$ cat src/rtl/gddr6_init_seq.sv
// Power-up and MRS initialization sequencer for one GDDR6 channel.
// Build option: define INIT_FAST_SIM_EN to shorten T_INIT1/2/3 to 8 cycles each.
module gddr6_init_seq #(
    parameter int unsigned  T_INIT1   = 1000,
    parameter int unsigned  T_INIT2   = 100,
    parameter int unsigned  T_INIT3   = 100,
    parameter int unsigned  T_MOD     = 16,
    parameter int unsigned  T_WCK     = 32,
    parameter int unsigned  NUM_MRS   = 4,
    parameter logic [191:0] MR_INIT   = 192'h0,
    parameter logic [1:0]   EDC_STRAP = 2'b00
) (
    input  logic            i_clk,
    input  logic            i_rst,
    input  logic            i_phy_rdy,
    input  logic            i_intf_rdy,
    output logic            o_init_pkt_valid,
    output logic [15:0]     o_init_pkt,
    output logic [2:0]      o_init_cmd,
    output logic            o_init_ck_en,
    output logic            o_init_wck_en,
    output logic            o_init_done,
    output logic            o_reset_n,
    output logic [7:0]      o_init_cke_n,
    output logic [1:0][7:0] o_init_edc,
    output logic            o_edc_tri
);

    localparam int unsigned CNT_W = 16;
    localparam int unsigned IDX_W = 5;
    localparam int unsigned OP_W  = 12;

`ifdef INIT_FAST_SIM_EN
    localparam int unsigned L_T_INIT1 = 8;
    localparam int unsigned L_T_INIT2 = 8;
    localparam int unsigned L_T_INIT3 = 8;
`else
    localparam int unsigned L_T_INIT1 = T_INIT1;
    localparam int unsigned L_T_INIT2 = T_INIT2;
    localparam int unsigned L_T_INIT3 = T_INIT3;
`endif

    localparam logic [CNT_W-1:0] LD_INIT1 = CNT_W'(L_T_INIT1 - 1);
    localparam logic [CNT_W-1:0] LD_INIT2 = CNT_W'(L_T_INIT2 - 1);
    localparam logic [CNT_W-1:0] LD_INIT3 = CNT_W'(L_T_INIT3 - 1);
    localparam logic [CNT_W-1:0] LD_MOD   = CNT_W'(T_MOD - 1);
    localparam logic [CNT_W-1:0] LD_WCK   = CNT_W'(T_WCK - 1);
    localparam logic [IDX_W-1:0] IDX_LAST = IDX_W'(NUM_MRS);

    localparam logic [2:0] CMD_NOP = 3'd0;
    localparam logic [2:0] CMD_MRS = 3'd1;

    localparam logic [15:0][OP_W-1:0] MR_TAB   = MR_INIT;
    localparam logic [1:0][7:0]       EDC_RST  = {{8{EDC_STRAP[1]}}, {8{EDC_STRAP[0]}}};

    typedef enum logic [2:0] {
        S_WAIT_PHY,
        S_RESET,
        S_STRAP,
        S_STAB,
        S_MRS_REQ,
        S_MRS_GAP,
        S_WCK,
        S_DONE
    } state_t;

    state_t           r_state, w_state_nxt;
    logic [CNT_W-1:0] r_cnt, w_cnt_nxt;
    logic [IDX_W-1:0] r_idx, w_idx_nxt;
    logic             r_valid, w_valid_nxt;
    logic [15:0]      r_pkt, w_pkt_nxt;
    logic [2:0]       r_cmd, w_cmd_nxt;
    logic             r_ck_en, w_ck_en_nxt;
    logic             r_wck_en, w_wck_en_nxt;
    logic             r_done, w_done_nxt;
    logic             r_reset_n, w_reset_n_nxt;
    logic             r_cke_n, w_cke_n_nxt;
    logic             r_edc_tri, w_edc_tri_nxt;
    logic [1:0][7:0]  r_edc;
    logic             w_cnt_zero;
    logic             w_dec;

    // Next-state, counter and registered-output logic.
    always_comb begin
        w_state_nxt   = r_state;
        w_cnt_nxt     = r_cnt;
        w_idx_nxt     = r_idx;
        w_valid_nxt   = r_valid;
        w_pkt_nxt     = r_pkt;
        w_cmd_nxt     = r_cmd;
        w_ck_en_nxt   = r_ck_en;
        w_wck_en_nxt  = r_wck_en;
        w_done_nxt    = r_done;
        w_reset_n_nxt = r_reset_n;
        w_cke_n_nxt   = r_cke_n;
        w_edc_tri_nxt = r_edc_tri;
        w_cnt_zero    = (r_cnt == '0);
        w_dec         = 1'b0;

        case (r_state)
            S_WAIT_PHY: begin
                if (i_phy_rdy) begin
                    w_cnt_nxt   = LD_INIT1;
                    w_ck_en_nxt = 1'b1;
                    w_state_nxt = S_RESET;
                end
            end
            S_RESET: begin
                if (w_cnt_zero) begin
                    w_reset_n_nxt = 1'b1;
                    w_cnt_nxt     = LD_INIT2;
                    w_state_nxt   = S_STRAP;
                end else begin
                    w_dec = 1'b1;
                end
            end
            S_STRAP: begin
                if (w_cnt_zero) begin
                    w_cke_n_nxt   = 1'b0;
                    w_edc_tri_nxt = 1'b1;
                    w_cnt_nxt     = LD_INIT3;
                    w_state_nxt   = S_STAB;
                end else begin
                    w_dec = 1'b1;
                end
            end
            S_STAB: begin
                if (w_cnt_zero) begin
                    // Packet is registered on entry so valid rises with the state.
                    w_idx_nxt   = '0;
                    w_valid_nxt = 1'b1;
                    w_cmd_nxt   = CMD_MRS;
                    w_pkt_nxt   = {4'h0, MR_TAB[4'h0]};
                    w_state_nxt = S_MRS_REQ;
                end else begin
                    w_dec = 1'b1;
                end
            end
            S_MRS_REQ: begin
                if (i_intf_rdy && r_valid) begin
                    w_valid_nxt = 1'b0;
                    w_cmd_nxt   = CMD_NOP;
                    w_pkt_nxt   = '0;
                    w_idx_nxt   = r_idx + IDX_W'(1);
                    w_cnt_nxt   = LD_MOD;
                    w_state_nxt = S_MRS_GAP;
                end
            end
            S_MRS_GAP: begin
                if (!w_cnt_zero) begin
                    w_dec = 1'b1;
                end else if (r_idx < IDX_LAST) begin
                    w_valid_nxt = 1'b1;
                    w_cmd_nxt   = CMD_MRS;
                    w_pkt_nxt   = {r_idx[3:0], MR_TAB[r_idx[3:0]]};
                    w_state_nxt = S_MRS_REQ;
                end else begin
                    w_wck_en_nxt = 1'b1;
                    w_cnt_nxt    = LD_WCK;
                    w_state_nxt  = S_WCK;
                end
            end
            S_WCK: begin
                if (w_cnt_zero) begin
                    w_done_nxt  = 1'b1;
                    w_state_nxt = S_DONE;
                end else begin
                    w_dec = 1'b1;
                end
            end
            S_DONE: begin
                w_valid_nxt = 1'b0;
            end
            default: begin
                w_state_nxt = S_WAIT_PHY;
            end
        endcase

        if (w_dec) begin
            w_cnt_nxt = r_cnt - CNT_W'(1);
        end
    end

    always_ff @(posedge i_clk) begin
        if (i_rst) begin
            r_state   <= S_WAIT_PHY;
            r_cnt     <= '0;
            r_idx     <= '0;
            r_valid   <= 1'b0;
            r_pkt     <= '0;
            r_cmd     <= CMD_NOP;
            r_ck_en   <= 1'b0;
            r_wck_en  <= 1'b0;
            r_done    <= 1'b0;
            r_reset_n <= 1'b0;
            r_cke_n   <= 1'b1;
            r_edc_tri <= 1'b0;
            r_edc     <= EDC_RST;
        end else begin
            r_state   <= w_state_nxt;
            r_cnt     <= w_cnt_nxt;
            r_idx     <= w_idx_nxt;
            r_valid   <= w_valid_nxt;
            r_pkt     <= w_pkt_nxt;
            r_cmd     <= w_cmd_nxt;
            r_ck_en   <= w_ck_en_nxt;
            r_wck_en  <= w_wck_en_nxt;
            r_done    <= w_done_nxt;
            r_reset_n <= w_reset_n_nxt;
            r_cke_n   <= w_cke_n_nxt;
            r_edc_tri <= w_edc_tri_nxt;
            r_edc     <= r_edc;
        end
    end

    assign o_init_pkt_valid = r_valid;
    assign o_init_pkt       = r_pkt;
    assign o_init_cmd       = r_cmd;
    assign o_init_ck_en     = r_ck_en;
    assign o_init_wck_en    = r_wck_en;
    assign o_init_done      = r_done;
    assign o_reset_n        = r_reset_n;
    assign o_init_cke_n     = {8{r_cke_n}};
    assign o_init_edc       = r_edc;
    assign o_edc_tri        = r_edc_tri;

endmodule

$ cat config.mk
export PLATFORM = sky130hd
export DESIGN_NAME = gddr6_init_seq
export DESIGN_NICKNAME = d
export VERILOG_FILES = /design/src/rtl/gddr6_init_seq.sv
export SDC_FILE = /design/constraint.sdc
export NUM_CORES = 1
export LEC_CHECK = 0
export ABC_AREA = 1
export BUFFER_PORTS_ARGS = -buffer_cell sky130_fd_sc_hd__buf_2
export CAP_MARGIN = 20
export CORE_UTILIZATION = 47
export CTS_CLUSTER_SIZE = 20
export DETAILED_ROUTE_END_ITERATION = 6
export PLACE_DENSITY = 0.71
export RECOVER_POWER = 25
export SLEW_MARGIN = 0
export SYNTH_ARGS = -nofsm -noshare
export SYNTH_HDL_FRONTEND = slang
export SYNTH_SLANG_ARGS = --single-unit
$ cat constraint.sdc
create_clock -name i_clk -period 4.6 [get_ports i_clk]
set_input_delay 0.23 -clock i_clk [delete_from_list [all_inputs] [get_ports i_clk]]
set_output_delay 0.23 -clock i_clk [all_outputs]
set_load 0.02 [all_outputs]
# Word level (Yosys, flattened, before mapping)

Memory sizes are Yosys's and may differ from the RTL's. A register that Yosys moved wholly into a read port is not among the register bits.
Cells that the tools add are included.

Register bits: 50
ROM bits: 192
Input bits: 4
Output and inout port bits: 49
Memories kept: 1

Memory list:

| memory           | depth | width | rd ports | clocked after memory_dff | wr ports | RTL line | source |
|---|---|---|---|---|---|---|---|
| (name not given) | 16    | 12    | 1        | 1                        | 0        | 155      | `w_pkt_nxt = {r_idx[3:0], MR_TAB[r_idx[3:0]]};` |

$add $sub $neg: 2
Magnitude comparators: 2
Eq/ne operators: 20
Muxes and demuxes: 39
Bitwise operators: 1
Reduce and logical (&&, ||, !) cells: 20

Operators by type and width:

| kind                                                 | count |
|---|---|
| two-way mux 16 bit                                   | 10 |
| one-hot mux 16 bit (4 select lines)                  | 1 |
| one-hot mux 16 bit (3 select lines)                  | 1 |
| two-way mux 3 bit                                    | 11 |
| one-hot mux 3 bit (7 select lines)                   | 1 |
| zero test 16 bit                                     | 1 |
| inequality test 2 bit (second input constant)        | 8 |
| subtractor 16 x 1 -> 16 bit (second input constant)  | 1 |
| equality test 3 bit (second input constant)          | 4 |
| two-way mux 12 bit                                   | 1 |
| inequality test 3 bit (second input constant)        | 4 |
| two-way mux 5 bit                                    | 2 |
| one-hot mux 5 bit (2 select lines)                   | 1 |
| AND reduction 5 bit                                  | 2 |
| one-hot mux 3 bit (3 select lines)                   | 1 |
| two-way mux 4 bit                                    | 2 |
| AND reduction 2 bit                                  | 4 |
| AND reduction 8 bit                                  | 1 |
| nonzero test 7 bit                                   | 1 |
| equality test 3 x 2 -> 1 bit (second input constant) | 2 |
| two-way mux 1 bit                                    | 6 |
| AND reduction 3 bit                                  | 2 |
| AND reduction 6 bit                                  | 1 |
| adder 5 x 1 -> 5 bit (second input constant)         | 1 |
| 15 further kinds                                     | 15 |

# Logic depth before layout (Yosys ltp)

Gate-level depths: netlist (run 1).

Depth after elaboration: 5
Depth in mapped cells: 12
Gate-level depth less buffers: 12

# Worst setup path before layout (run 1)

Ideal clock, no wire load.

Kind: register -> register
From: register r_cnt[0]
To: register r_cnt[7]
Library setup time: 0.113 ns
Arrival: 1.439 ns
Data required time: 4.487 ns
Slack: 3.048 ns
Stages on the path, launching flop included: 13
Buffers on the path: 1
Path through: dfxtp_1 inv_1 ha_1 nand2_1 nor2_1 nand2_2 nand2_4 nand3_4 nand3_2 buf_6 nand2_1 nand2_1 nor2_1

Longest elaborated chain between the ends: 5
Elaborated cells between the ends (all ways): 12

RTL lines:

| what                                                                 | RTL line | source |
|---|---|---|
| from (decl)                                                          | 68       | `logic [CNT_W-1:0] r_cnt, w_cnt_nxt;` |
| from (signal assigned)                                               | 201      | `r_cnt <= w_cnt_nxt;` |
| zero test 16 bit                                                     | 97       | `w_cnt_zero = (r_cnt == '0);` |
| two-way mux 1 bit (2 in series)                                      | --       |  |
| inequality test 3 bit (no source line), or another cell as far along | --       |  |
| AND reduction 6 bit (no source line)                                 | --       |  |

Parallel ways exist; a longest one is shown, timed or not.
A chain may end at the register's enable or synchronous reset.

# Worst setup path after layout (run 1)

From: register r_cnt[0]
To: register r_cnt[14]

The elaborated chain is that of the path after synthesis.

==> results.sh, run 1 <==
export IMPL_status="complete, no violations"
export IMPL_drv_slew=0
export IMPL_synth_seq_cells=36
export IMPL_max_stage_delay_ns=0.30
export IMPL_io_buffers=22
export IMPL_drt_wirelength_per_cell_um=10.96
export IMPL_synth_top_area_share_pct=30.00
export IMPL_synthDistinctLibCells=31
export IMPL_num_antenna_cells=0
export IMPL_slew_headroom_pct=51.29
export IMPL_clockRootBuffer="clkbuf_8"
export IMPL_die_area_um2=5402
export IMPL_coreArea_um2=4817
export IMPL_power_leakage_nw=1.241
export IMPL_cts_tree="done"
export IMPL_ant_nets=0
export IMPL_htreeDepth=2
export IMPL_syn_inst=381
export IMPL_nNetsFinal=403
export IMPL_tightest_slew_ns=0.7298
export IMPL_clock_latency_ns=0.29
export IMPL_ctsResizeCount=0
export IMPL_worstPathArrival_ns=2.01
export IMPL_clockBufferDepth=2
export IMPL_synth_area_leaders="dfxtp_1 30%, nand2_1 14%, buf_4 12%"
export IMPL_ctsHoldBuffers=0
export IMPL_dp_hpwl_um=3838
export IMPL_via_count=2217
export IMPL_finalCritPeriodShare_pct=39.55
export IMPL_clk_pin_slew_ns=0.08
export IMPL_drive_gt1_share_pct=7.809
export IMPL_cp_common_cell="nand2_1"
export IMPL_postCtsSetupBuffers=0
export IMPL_die_w_um=73.50
export IMPL_grt_usage_pct=20.84
export IMPL_fin_cells=464
export IMPL_period_minus_slack_ns=1.819
export IMPL_first_pass_iters=4
export IMPL_end_kind="flip-flop"
export IMPL_antenna_found_initial=0
export IMPL_initial_core_util_pct=49.87
export IMPL_via_per_inst=4.778
export IMPL_syn_area_um2=2402
export IMPL_hold_class="in -> reg"
export IMPL_post_place_cells=456
export IMPL_cpMaxStageDelayCell="dfxtp_1"
export IMPL_drt_total_wl_um=5087
export IMPL_ys_seq_area_share_pct=30.00
export IMPL_fillerInstances=528
export IMPL_area_growth_pct=3.594
export IMPL_grt_max_degree=24
export IMPL_setup_viol=0
export IMPL_vdd_ir_drop_max_v=0.0002758
export IMPL_max_clock_freq_mhz=549.7
export IMPL_mostFrequentLayoutCells="92 x nand2_1, 73 x nor2_1, 37 x inv_1"
export IMPL_drt_iter0_drc=108
export IMPL_syn_area_per_cell_um2=6.305
export IMPL_synth_top_cell_by_area="dfxtp_1"
export IMPL_crit_path_start_kind="flip-flop"
export IMPL_worst_clock_skew_ns=0.004114
export IMPL_cp_max_fo=12
export IMPL_critPathKind="reg -> reg"
export IMPL_pwr_density_cell_nw_per_um2=620.4
export IMPL_die_height_um=73.50
export IMPL_drc=0
export IMPL_finalSetupTns_ns=0
export IMPL_final_common_cell="nand2_1"
export IMPL_placementRows=25
export IMPL_io_pins=53
export IMPL_cts_sinks=36
export IMPL_grt_pass1_vias=1981
export IMPL_hold_viol=0
export IMPL_gr_total_overflow=0
export IMPL_crit_chain="inv_1, ha_1, nand2_1, nor2_1, nand2_2, nand2_4, nand3_4, nand3_2, nand2_1, nand2_1, nor2_1"
export IMPL_critPathRequiredTime_ns=4.79
export IMPL_cts_buffers=5
export IMPL_place_gp_congestion=0.9634
export IMPL_grt_first_pass_wirelength_um=8700
export IMPL_grt_setup_unrepaired="no"
export IMPL_synth_warnings=0
export IMPL_maxCapViolCount=0
-- routing by layer --
| metal | up-vias | part of all wire (%) | GRT usage, % |
|---|---|---|---|
| li1 | 1152 | - | - |
| met1 | 1008 | 45 | 26.01 |
| met2 | 47 | 50 | 35.07 |
| met3 | 10 | 4.1 | 4.664 |
| met4 | 0 | 1.2 | 7.479 |
| met5 | - | 0 | 0 |
-- per-stage QoR --
| stage | hold slack (ns) | power [mW] | setup slack [ns] | utilization (%) | instance area, um2 |
|---|---|---|---|---|---|
| after floorplan | 0.3905 | 1.133 | 3.048 | - | 2511 |
| after global placement | 0.4419 | 1.250 | 2.893 | 49.66 | 2392 |
| after detailed placement | 0.4458 | 1.262 | 2.811 | 49.66 | 2392 |
| after CTS | 0.2391 | 1.550 | 2.788 | 51.97 | 2504 |
| after global routing | 0.2437 | 1.695 | 2.583 | 51.66 | 2489 |
| final | 0.2366 | 1.544 | 2.781 | 51.66 | 2489 |
-- worst max-delay path: cells and delay by family (launching register included) --
family / cells / cell delay, ns
simple gates: 9 / 1.06
flops: 1 / 0.30
buf+inv: 1 / 0.16
fa+ha+maj: 1 / 0.20
-- Yosys cell counts --
cell / number
xor2_1: 3
o21ai_0: 16
ha_1: 3
nor3_1: 7
nand2_4: 1
nor2_2: 1
o21a_1: 3
nand2_1: 92
a21oi_1: 12
nand2_2: 4
or2_0: 1
inv_1: 37
nand3_1: 31
buf_2: 1
conb_1: 1
nand4_1: 3
buf_4: 38
buf_6: 1
nor2_4: 3
nand3_4: 1
nand3b_1: 2
nand3_2: 1
o21bai_1: 1
inv_2: 2
nor3b_1: 2
xnor2_1: 1
clkbuf_1: 1
buf_1: 2
dfxtp_1: 36
a22oi_1: 1
nor2_1: 73
-- final timing paths --
check,endpoint,startpoint,depth (start not counted),slack [ns]
min,o_init_ck_en$_SDFFE_PP0P_,i_phy_rdy,3,0.24
min reg2reg,o_edc_tri$_SDFFE_PP0P_,o_edc_tri$_SDFFE_PP0P_,2,0.45
max,r_cnt[14]$_SDFFE_PP0P_,r_cnt[0]$_SDFFE_PP0P_,11,2.78
max reg2reg,r_cnt[14]$_SDFFE_PP0P_,r_cnt[0]$_SDFFE_PP0P_,11,2.78
-- registers in the layout, indices dropped and copies added, names as in the netlist, 3 cells and up --
register and flops:
o_init_pkt 4, r_cnt 16, r_idx 5, r_state 3
-- area by class of cell --
type,count,area (um2),share of cell area [%]
Multi-Input combinational cell,292,1331,53.49
Clock buffer,5,68.82,2.765
Sequential cell,36,720.7,28.96
Timing Repair Buffer,22,95.09,3.821
Tap cell,67,83.83,3.369
Clock inverter,3,42.54,1.709
Inverter,39,146.4,5.882
-- logic make-up after synthesis --
| family | Yosys count | synth area share, % |
|---|---|---|
| buffers and inverters | 82 | 19.11 |
| AND/OR/NAND/NOR | 222 | 40.31 |
| other | 1 | 0.1561 |
| AO/OA/AOI/OAI | 33 | 7.396 |
| adder cells (fa/ha/maj) | 3 | 1.563 |
| flip-flops | 36 | 30.00 |
| XOR/XNOR | 4 | 1.459 |
-- where the power goes --
group / total [mW] / switching, mW / internal, mW
clock: 0.280 / 0.120 / 0.160
sequential: 0.456 / 0.0748 / 0.381
combinational: 0.808 / 0.553 / 0.255
No activity file was read; power rests on OpenSTA's default activity.
==> inputs of run 2 (changes only) <==
==> constraint.sdc (replaced) <==
create_clock -name i_clk -period 1.7 [get_ports i_clk]
set_input_delay 0.085 -clock i_clk [delete_from_list [all_inputs] [get_ports i_clk]]
set_output_delay 0.085 -clock i_clk [all_outputs]
set_load 0.02 [all_outputs]
==> results.sh, run 2 (synthesis results as in run 1) <==
export IMPL_status="complete, no violations"
export IMPL_clockRootBuffer="clkbuf_8"
export IMPL_cts_tree="done"
export IMPL_via_count=2443
export IMPL_place_gp_congestion=0.8949
export IMPL_clockBufferDepth=2
export IMPL_nNetsFinal=437
export IMPL_hold_class="in -> reg"
export IMPL_drive_gt1_share_pct=21.81
export IMPL_grt_first_pass_wirelength_um=9025
export IMPL_reg2reg_slack_ns=0.03
export IMPL_die_w_um=73.50
export IMPL_grt_pass1_vias=2112
export IMPL_fin_ws_ns=0.03117
export IMPL_critPathRequiredTime_ns=1.89
export IMPL_clock_latency_ns=0.29
export IMPL_area_growth_pct=19.58
export IMPL_worstPathArrival_ns=1.86
export IMPL_max_clock_freq_mhz=599.2
export IMPL_die_area_um2=5402
export IMPL_final_util_pct=59.64
export IMPL_critPathKind="reg -> reg"
export IMPL_drt_total_wl_um=6055
export IMPL_htreeDepth=2
export IMPL_pwr_density_cell_nw_per_um2=1751
export IMPL_post_place_cells=478
export IMPL_cts_buffers=5
export IMPL_vdd_ir_drop_max_v=0.0008662
export IMPL_power_leakage_nw=1.424
export IMPL_via_per_inst=4.906
export IMPL_largest_reg_flops=16
export IMPL_drv_slew=0
export IMPL_cp_endpoint="r_cnt[10]$_SDFFE_PP0P_"
export IMPL_io_pins=53
export IMPL_first_pass_iters=7
export IMPL_grt_max_degree=20
export IMPL_drc=0
export IMPL_grt_usage_pct=21.53
export IMPL_setup_viol=0
export IMPL_finalCritPeriodShare_pct=98.17
export IMPL_mostFrequentLayoutCells="91 x nand2_1, 62 x nor2_1, 31 x dfxtp_1"
export IMPL_io_buffers=22
export IMPL_final_area_um2=2873
export IMPL_period_minus_slack_ns=1.669
export IMPL_cts_sinks=36
export IMPL_initial_core_util_pct=49.87
export IMPL_cp_max_fo=4
export IMPL_ant_nets=0
export IMPL_r2r_start="r_cnt[1]$_SDFFE_PP0P_"
export IMPL_antenna_found_initial=0
export IMPL_worst_clock_skew_ns=0.007394
export IMPL_die_height_um=73.50
export IMPL_drt_iter0_drc=175
export IMPL_drt_wirelength_per_cell_um=12.16
export IMPL_reg2reg_depth=12
export IMPL_coreArea_um2=4817
export IMPL_largest_register="r_cnt"
export IMPL_clk_pin_slew_ns=0.08
export IMPL_gr_total_overflow=0
export IMPL_final_common_cell="nand2_1"
export IMPL_place_ws_ns=0.01740
export IMPL_placementRows=25
export IMPL_hold_viol=0
export IMPL_end_kind="flip-flop"
export IMPL_crit_path_start_kind="flip-flop"
export IMPL_dpl_instance_area_um2=2557
export IMPL_grt_setup_unrepaired="yes"
export IMPL_crit_start="r_cnt[1]$_SDFFE_PP0P_"
export IMPL_num_antenna_cells=0
export IMPL_reg2reg_to="r_cnt[10]$_SDFFE_PP0P_"
export IMPL_maxCapViolCount=0
export IMPL_dp_hpwl_um=4156
export IMPL_fin_cells=498
[run 2: cell count changes in the layout (fill, tap and decap cells not counted), moves of 5 or more]
cell / delta
nor2_2: +9
nor2_1: -11
dfxtp_1: -5
buf_4: +30
dfxtp_2: +5
inv_2: +5
inv_1: -7
[run 2: worst min path at each step]
stage              start  cells past startpoint                            end  slack [ns]
2_1_floorplan  i_phy_rdy                      2      o_init_ck_en$_SDFFE_PP0P_        0.25
3_3_place_gp   i_phy_rdy                      3      o_init_ck_en$_SDFFE_PP0P_        0.40
3_5_place_dp   i_phy_rdy                      3      o_init_ck_en$_SDFFE_PP0P_        0.40
4_1_cts        i_phy_rdy                      3      o_init_ck_en$_SDFFE_PP0P_        0.09
5_1_grt            i_rst                      2  o_init_pkt_valid$_SDFFE_PP0P_        0.12
6_report       i_phy_rdy                      3      o_init_ck_en$_SDFFE_PP0P_        0.09
[run 2: metrics by stage]
step / setup TNS, ns / hold WS (ns) / power (mW)
3_3_place_gp: 0 / 0.3998 / 3.649
3_5_place_dp: 0 / 0.4038 / 3.676
4_1_cts: -0.008202 / 0.08820 / 4.448
6_report: 0 / 0.08741 / 5.030
2_1_floorplan: 0 / 0.2455 / 3.065
5_1_grt: -0.8476 / 0.1234 / 5.399
[run 2: per-layer routing]
| layer | vias to the layer above | track usage (%) | part of all wire [%] |
|---|---|---|---|
| met4 | 0 | 8.974 | 2.2 |
| met1 | 1104 | 25.93 | 43 |
| li1 | 1226 | - | - |
| met2 | 98 | 37.00 | 50 |
| met3 | 15 | 4.527 | 5.5 |
| met5 | - | 0 | 0 |
[run 2: area by class of cell]
type	instances	area, um2
Multi-Input combinational cell	294	1448
Timing Repair Buffer	53	342.8
Sequential cell	36	726.9
Timing Repair inverter	1	7.507
Clock inverter	3	42.54
Tap cell	67	83.83
Fill cell	479	1944
Inverter	39	152.6
Clock buffer	5	68.82
[run 2: what timing repair did]
item | CTS | global route
buffers inserted | 0 | 9
pin swaps | 0 | 9
cloned | 0 | 3
endpoints found under the setup margin | 1 | 24
hold buffers | 0 | 0
gates resized for setup | 0 | 38
[run 2: power breakdown]
part,total [mW],switching [mW],internal [mW]
clock network,0.764,0.330,0.434
logic,3.07,1.94,1.13
registers,1.19,0.150,1.04
total,5.03,2.42,2.61
[run 2: critical path, stage by stage (launching register included)]
cell and delay (ns):
dfxtp_2 0.33, inv_2 0.09, ha_4 0.14, inv_2 0.03, nor2_2 0.08, nand2_1 0.06
nor2_1 0.11, nand4_1 0.19, nand2_2 0.21, buf_12 0.13, nor2_4 0.05, nor2_1 0.10
nor2_1 0.04
==> inputs of run 3 (changes only) <==
--- a/config.mk
+++ b/config.mk
@@ -13,6 +13,7 @@
 export DETAILED_ROUTE_END_ITERATION = 6
 export PLACE_DENSITY = 0.71
 export RECOVER_POWER = 25
+export SETUP_SLACK_MARGIN = 0.05
 export SLEW_MARGIN = 0
 export SYNTH_ARGS = -nofsm -noshare
 export SYNTH_HDL_FRONTEND = slang
==> results.sh, run 3 (synthesis results as in run 1) <==
export IMPL_status="complete, no violations"
export IMPL_grt_max_degree=20
export IMPL_setup_viol=0
export IMPL_place_gp_congestion=0.8949
export IMPL_largest_register="r_cnt"
export IMPL_comb_power_share_pct=63.1
export IMPL_ctsHoldBuffers=0
export IMPL_fin_cells=504
export IMPL_io_buffers=22
export IMPL_htreeDepth=2
export IMPL_via_count=2513
export IMPL_reg2reg_slack_ns=0.02
export IMPL_mostFrequentLayoutCells="85 x nand2_1, 57 x nor2_1, 31 x inv_1, 31 x buf_4, 30 x conb_1"
export IMPL_power_switching_mw=2.609
export IMPL_final_common_cell="nand2_1"
export IMPL_critPathKind="reg -> reg"
export IMPL_power_leakage_nw=1.472
export IMPL_cpMaxStageDelayCell="dfxtp_4"
export IMPL_clockBufferDepth=2
export IMPL_max_stage_delay_ns=0.37
export IMPL_clk_pin_slew_ns=0.08
export IMPL_grt_pass1_vias=2157
export IMPL_hold_viol=0
export IMPL_largest_reg_flops=16
export IMPL_p_int_mw=2.811
export IMPL_first_pass_iters=5
export IMPL_initial_core_util_pct=49.87
export IMPL_drv_slew=0
export IMPL_critPathRequiredTime_ns=1.89
export IMPL_cp_top_family="simple AND/OR/NAND/NOR gates"
export IMPL_die_area_um2=5402
export IMPL_top_usage_layer="met2"
export IMPL_cts_tree="done"
export IMPL_worst_clock_skew_ns=0.009853
export IMPL_clock_latency_ns=0.30
export IMPL_drt_total_wl_um=6387
export IMPL_maxCapViolCount=0
export IMPL_period_minus_slack_ns=1.685
export IMPL_hold_class="in -> reg"
export IMPL_pwr_density_cell_nw_per_um2=1802
export IMPL_crit_path_start_kind="flip-flop"
export IMPL_drt_iter0_drc=198
export IMPL_die_w_um=73.50
export IMPL_nNetsFinal=443
export IMPL_post_place_cells=478
export IMPL_met2_usage_pct=37.82
export IMPL_ant_nets=0
export IMPL_p_sw_share_pct=48.14
export IMPL_coreArea_um2=4817
export IMPL_drive_gt1_share_pct=26.32
export IMPL_worstPathArrival_ns=1.87
export IMPL_crit_buf_inv=2
export IMPL_cts_sinks=36
export IMPL_antenna_found_initial=0
export IMPL_cp_max_fo=5
export IMPL_cts_buffers=5
export IMPL_num_antenna_cells=0
export IMPL_gr_total_overflow=0
export IMPL_end_kind="flip-flop"
export IMPL_clockRootBuffer="clkbuf_8"
export IMPL_io_pins=53
export IMPL_crit_chain="nor2_4, buf_6, nand2_2, nor2_2, nand4_1, nand2_2, buf_4, nor2_4, nor2_1, nor2_1"
export IMPL_grt_usage_pct=22.15
export IMPL_drc=0
export IMPL_max_clock_freq_mhz=593.6
export IMPL_dp_hpwl_um=4156
export IMPL_finalCritPeriodShare_pct=99.09
export IMPL_vdd_ir_drop_max_v=0.0009793
export IMPL_grt_first_pass_wirelength_um=9273
export IMPL_globalRouteMet1Util_pct=26.75
export IMPL_via_per_inst=4.986
export IMPL_p_total_mw=5.420
export IMPL_area_growth_pct=25.21
export IMPL_pwr_share_clk_pct=14.2
export IMPL_use_met3_pct=4.664
export IMPL_share_seq_of_total_power_pct=22.6
export IMPL_die_height_um=73.50
export IMPL_placementRows=25
export IMPL_grt_setup_unrepaired="yes"
export IMPL_drt_wirelength_per_cell_um=12.67
run 3: timing repair:
item | 4_1_cts | 5_1_grt
hold endpoints to repair | 0 | 0
buffers inserted | 1 | 14
resized for setup | 4 | 70
cloned | 1 | 2
pin swaps | 2 | 15
endpoints found under the setup margin | 9 | 26
run 3: worst reg2reg max path, stage by stage (launching register included):
cell,delay [ns]
dfxtp_4,0.37
nor2_4,0.13
buf_6,0.11
nand2_2,0.07
nor2_2,0.15
nand4_1,0.22
nand2_2,0.20
buf_4,0.14
nor2_4,0.05
nor2_1,0.09
nor2_1,0.05
run 3: final timing paths:
| check | depth (start not counted) | to | startpoint |
|---|---|---|---|
| worst max-delay path | 10 | r_cnt[11]$_SDFFE_PP0P_ | r_cnt[6]$_SDFFE_PP0P_ |
| worst min-delay path | 3 | o_init_ck_en$_SDFFE_PP0P_ | i_phy_rdy |
| worst max register to register | 10 | r_cnt[11]$_SDFFE_PP0P_ | r_cnt[6]$_SDFFE_PP0P_ |
| worst min register to register | 2 | o_init_ck_en$_SDFFE_PP0P_ | o_init_ck_en$_SDFFE_PP0P_ |
run 3: per-stage QoR:
stage               hold slack, ns  setup TNS (ns)  setup WS [ns]  area [um2]  utilization, %
CTS                        0.08820               0        0.05020        2690           55.84
global route                0.1261         -0.7462       -0.09617        3008           62.44
detailed placement          0.4038               0        0.01740        2557           53.09
global placement            0.3998               0        0.07002        2557           53.09
finish                     0.08653               0        0.01542        3008           62.44
floorplan                   0.2455               0         0.1482        2511               -
run 3: power groups by stage:
stage / sequential [mW] / clock [mW] / combinational [mW]
after floorplan: 1.22 / 0 / 1.85
final: 1.23 / 0.772 / 3.42
after CTS: 1.17 / 0.778 / 2.56
after global placement: 1.18 / 0 / 2.47
after detailed placement: 1.18 / 0 / 2.49
after global routing: 1.25 / 0.809 / 3.74
run 3: layout make-up:
class,instances,area [um2]
flip-flops and latches,36,734.5
multi-input cells,294,1516
repair buffers,59,396.6
clock inverters,3,42.54
repair inverters,1,7.507
well taps,67,83.83
inverters,39,157.7
clock buffers,5,68.82
fillers,450,1809
run 3: layer usage:
metal | wire length (um) | up-vias | share of wire, %
met5 | 0 | - | 0
met2 | 3099 | 108 | 49
li1 | - | 1244 | -
met3 | 384 | 28 | 6.0
met4 | 233 | 0 | 3.6
met1 | 2670 | 1133 | 42
